**config.mk**
```make
export PLATFORM = sky130hd
export DESIGN_NAME = divu_seq
export DESIGN_NICKNAME = d
export VERILOG_FILES = /design/src/rtl/divu_seq.sv
export SDC_FILE = /design/constraint.sdc
export NUM_CORES = 1
export LEC_CHECK = 0
export CAP_MARGIN = 20
export CORE_MARGIN = 2
export CORE_UTILIZATION = 40
export CTS_CLUSTER_DIAMETER = 200
export DETAILED_ROUTE_END_ITERATION = 7
export PLACE_DENSITY_LB_ADDON = 0.25
export SLEW_MARGIN = 20
export SYNTH_ARGS = -nofsm -noshare
export SYNTH_HDL_FRONTEND = slang
export SYNTH_SLANG_ARGS = --single-unit
export TNS_END_PERCENT = 1
```
**constraint.sdc**
```tcl
create_clock -name clk -period 7.4 [get_ports clk]
set_input_delay 0.74 -clock clk [delete_from_list [all_inputs] [get_ports clk]]
set_output_delay 0.74 -clock clk [all_outputs]
set_load 0.01 [all_outputs]
```
**src/rtl/divu_seq.sv**
```systemverilog
// Sequential unsigned divider: drives one restoring-division step per cycle
// for 32 cycles, with valid/ready handshakes on operands and results.

module divu_1iter (
    input  logic [31:0] remainder_in,
    input  logic [31:0] quotient_in,
    input  logic [31:0] dividend_in,
    input  logic [31:0] divisor,
    output logic [31:0] remainder_out,
    output logic [31:0] quotient_out,
    output logic [31:0] dividend_out
);
    logic [32:0] shifted;
    logic        ge;

    // The extra top bit keeps the compare exact even if remainder_in[31] were set.
    assign shifted       = {remainder_in, dividend_in[31]};
    assign ge            = (shifted >= {1'b0, divisor});
    assign remainder_out = ge ? (shifted[31:0] - divisor) : shifted[31:0];
    assign quotient_out  = (quotient_in << 1) | {31'b0, ge};
    assign dividend_out  = dividend_in << 1;
endmodule

module divu_seq #(
    parameter int WIDTH = 32
) (
    input  logic             clk,
    input  logic             rst,
    input  logic             in_valid,
    output logic             in_ready,
    input  logic [WIDTH-1:0] dividend,
    input  logic [WIDTH-1:0] divisor,
    output logic             out_valid,
    input  logic             out_ready,
    output logic [WIDTH-1:0] quotient,
    output logic [WIDTH-1:0] remainder,
    output logic             busy
);
    localparam int CNT_W = $clog2(WIDTH);
    localparam logic [CNT_W-1:0] LAST = CNT_W'(WIDTH - 1);

    typedef enum logic [1:0] {IDLE, BUSY, DONE} state_t;

    state_t           state, next_state;
    logic [WIDTH-1:0] rem_r, quo_r, div_r, dvs_r;
    logic [WIDTH-1:0] rem_nx, quo_nx, div_nx;
    logic [CNT_W-1:0] cnt;

    divu_1iter u_step (
        .remainder_in  (rem_r),
        .quotient_in   (quo_r),
        .dividend_in   (div_r),
        .divisor       (dvs_r),
        .remainder_out (rem_nx),
        .quotient_out  (quo_nx),
        .dividend_out  (div_nx)
    );

    always_comb begin
        next_state = state;
        in_ready   = (state == IDLE) && !rst;
        out_valid  = (state == DONE);
        busy       = (state == BUSY);
        case (state)
            IDLE: if (in_valid && in_ready)
                      next_state = (divisor != '0) ? BUSY : DONE;
            BUSY: if (cnt == LAST) next_state = DONE;
            DONE: if (out_ready) next_state = IDLE;
            default: next_state = IDLE;
        endcase
    end

    always_ff @(posedge clk) begin
        if (rst) begin
            state <= IDLE;
            rem_r <= '0;
            quo_r <= '0;
            div_r <= '0;
            dvs_r <= '0;
            cnt   <= '0;
        end else begin
            state <= next_state;
            if (state == IDLE && in_valid) begin
                div_r <= dividend;
                dvs_r <= divisor;
                cnt   <= '0;
                // Zero divisor follows the RISC-V DIVU/REMU result convention.
                if (divisor != '0) begin
                    rem_r <= '0;
                    quo_r <= '0;
                end else begin
                    rem_r <= dividend;
                    quo_r <= '1;
                end
            end else if (state == BUSY) begin
                rem_r <= rem_nx;
                quo_r <= quo_nx;
                div_r <= div_nx;
                cnt   <= cnt + 1'b1;
            end
        end
    end

    assign quotient  = quo_r;
    assign remainder = rem_r;
endmodule
```
==> flow_metrics.tcl <==
set metrics [dict create \
    cts_sinks 135 \
    diodes 0 \
    io_pins 135 \
    yosys.area_share.simple 0.203 \
    syn_area_um2 7610 \
    muxShareOfSynthArea 0.0260 \
    vias_per_cell 5.71 \
    crit_chain "ha_1, nand2_1, nor4_1, nand4_1, o211ai_1, a211o_2, buf_4, mux2i_1, a21oi_1, a21o_1" \
    seq_area_um2 2700 \
    clk_latency_ns 0.44 \
    reg2regPathDepth 10 \
    final_cells 1325 \
    pre_cts_slack_ns 3.75 \
    crit_path_end_kind "flop" \
    finalSetupViolCount 0 \
    drive_above_1_share 0.0577 \
    crit_start "remainder[23]$_SDFFE_PP0P_" \
    p_leak_nw 3.66 \
    place_congestion 0.913 \
    core.rowCount 50 \
    setup_ws_ns 4.05 \
    die_h_um 142 \
    grt_pass1_vias 7076 \
    synth_xor_area_frac 0.0288 \
    clk_pin_slew_ns 0.07 \
    synth-compound-area-share 0.266 \
    grt_max_degree 86 \
    grt_pass1_wl_um 36600 \
    period_minus_slack_ns 3.35 \
    die_width_um 142 \
    cts_root_buffer "clkbuf_16" \
    reg2reg_to "remainder[13]$_SDFFE_PP0P_" \
    cts_resized 0 \
    core_um2 18700 \
    nets 1181 \
    antenna_found_initial 0 \
    cts_tree "yes" \
    yosys.area.top_type "dfxtp_1" \
    stdcell_area_um2 9610 \
    worstSetupPathType "reg2reg" \
    crit_buf_inv 1 \
    worst-path-stages 10 \
    htreeDepth 4 \
    synth-main-ff-cell "dfxtp_1" \
    dpl_cell_area_um2 9040 \
    synth-seq-cells 135 \
    critPathMaxFanout 35 \
    status "finished, final reports clean" \
    grt_usage 0.228 \
    fp.dieArea_um2 20100 \
    hpwl_um 15800 \
    synthTopCellsByArea "dfxtp_1, nand2_1, ha_1" \
    arrival_ns 3.67 \
    yosys_warnings 0 \
    multi_input_area_um2 4460 \
    synth_common_cells "nand2_1, dfxtp_1, nor2_1" \
    synth_edf_count 0 \
    clock-skew-final_ns 0.0180 \
    hp-class "reg2reg" \
    p_per_area_nw_per_um2 302 \
    num_vias 7560 \
    ant_nets 0 \
    syn_inst 986 \
    drcViolationCount 0 \
    cts.path.max_buffers 2 \
    synth_top_area_frac 0.355 \
    hold_viol 0 \
    numPortBuffers 134 \
    period_share 0.452 \
    grt_setup_unrepaired "no" \
    synth-async-reset-ratio 0 \
    maxCapViolCount 0 \
    tightest_slew_ns 0.860 \
    synth_top_family_by_area "compound AO/OA/AOI/OAI gates" \
    tns_ns 0 \
    postCtsSetupBuffers 0 \
    first_pass_iters 4 \
    critPathMaxStageDelay_ns 0.50 \
    wl_per_cell_um 17.2 \
    cp_slowest_cell "ha_1" \
    synth_area_per_cell_um2 7.72 \
    reg2reg_slack_ns 4.05 \
    crit_required_ns 7.72 \
    endpoint "remainder[13]$_SDFFE_PP0P_" \
    wl_um 22800 \
    gr-total-overflow 0 \
    yosysMostFrequentCell "nand2_1" \
    hold_slack_ns 0.457 \
    cts_buffers 17 \
    initial_core_util 0.407 \
    r2r-start "remainder[23]$_SDFFE_PP0P_" \
    start_kind "flop" \
    fmax_mhz 299 \
    hold_path_startpoint "dvs_r[1]$_SDFFE_PP0P_" \
    crit_family "compound AO/OA/AOI/OAI gates" \
    synth_nets 1089 \
    drt_iter0_drc 433 \
    yosysUniqueCellTypes 65 \
    drv_slew 0 \
    synth-adder-area-share 0.0585 \
    synth_seq_area_share 0.355 \
    peakVddDrop_v 0.000182 \
    area_delta_synth_final_pct 26.2 \
    dpl.cell_count 1293 \
    postCtsHoldBufs 0 \
    n_fill_cell 1857 \
    timing.slew.headroom 0.426 \
]
==> area by class of cell <==
class	count	area share
clock buffer	19	0.0472
sequential	135	0.281
tap	234	0.0305
timing repair buffer	145	0.148
multi-input combinational	734	0.464
inverter	45	0.0176
clock inverter	13	0.0113
==> per-layer routing <==
| metal | global-route usage | routed length, um | vias up |
|---|---|---|---|
| met3 | 0.0491 | 1250 | 35 |
| met1 | 0.307 | 10600 | 3575 |
| met5 | 0 | 0 | - |
| met4 | 0.0963 | 633 | 0 |
| li1 | - | - | 3739 |
| met2 | 0.356 | 10300 | 211 |
==> power by group <==
part	internal (mW)	switching [mW]
clock	0.454	0.355
combinational	0.536	0.711
sequential	0.785	0.0602
total	1.78	1.13
==> cells by family after synthesis <==
group,Yosys count
AND/OR/NAND/NOR,359
XOR/XNOR,25
multiplexers,19
buffers and inverters,117
adder cells (fa/ha/maj),35
flip-flops,135
AO/OA/AOI/OAI,296
==> stage by stage <==
step | util | power [mW]
6_report | 0.514 | 2.90
5_1_grt | 0.514 | 3.09
4_1_cts | 0.514 | 2.91
3_5_place_dp | 0.483 | 2.09
3_3_place_gp | 0.483 | 2.08
2_1_floorplan | - | 1.81
==> worst min path at each step <==
stage	endpoint	slack (ns)	depth (start not counted)
6_report	dvs_r[1]$_SDFFE_PP0P_	0.46	2
5_1_grt	dvs_r[9]$_SDFFE_PP0P_	0.47	2
4_1_cts	dvs_r[9]$_SDFFE_PP0P_	0.46	2
3_5_place_dp	dvs_r[9]$_SDFFE_PP0P_	0.45	2
3_3_place_gp	dvs_r[23]$_SDFFE_PP0P_	0.44	2
2_1_floorplan	dvs_r[10]$_SDFFE_PP0P_	0.44	2
==> registers in the layout, summed over array words and instances (netlist names) <==
name	flops
dvs_r	32
cnt	5
div_r	32
state	2
remainder	32
quotient	32
==> placed cells by master, fill, tap and decap left out, types with 14 or more instances in the layout <==
cell / n
o21ai_0: 37
a22oi_1: 18
o22ai_1: 15
ha_1: 34
nor2_1: 100
nand3_1: 14
nand2_1: 174
a21oi_1: 82
clkbuf_16: 17
inv_1: 44
clkdlybuf4s50_1: 133
a221oi_1: 32
a21o_1: 18
a311oi_1: 31
mux2i_1: 16
dfxtp_1: 135
==> worst min-delay path: stages (launching register included) <==
cell	delay [ns]
dfxtp_1	0.31
nand2_1	0.05
a21oi_1	0.05
Note: power is estimated with default switching activity, not from simulation.
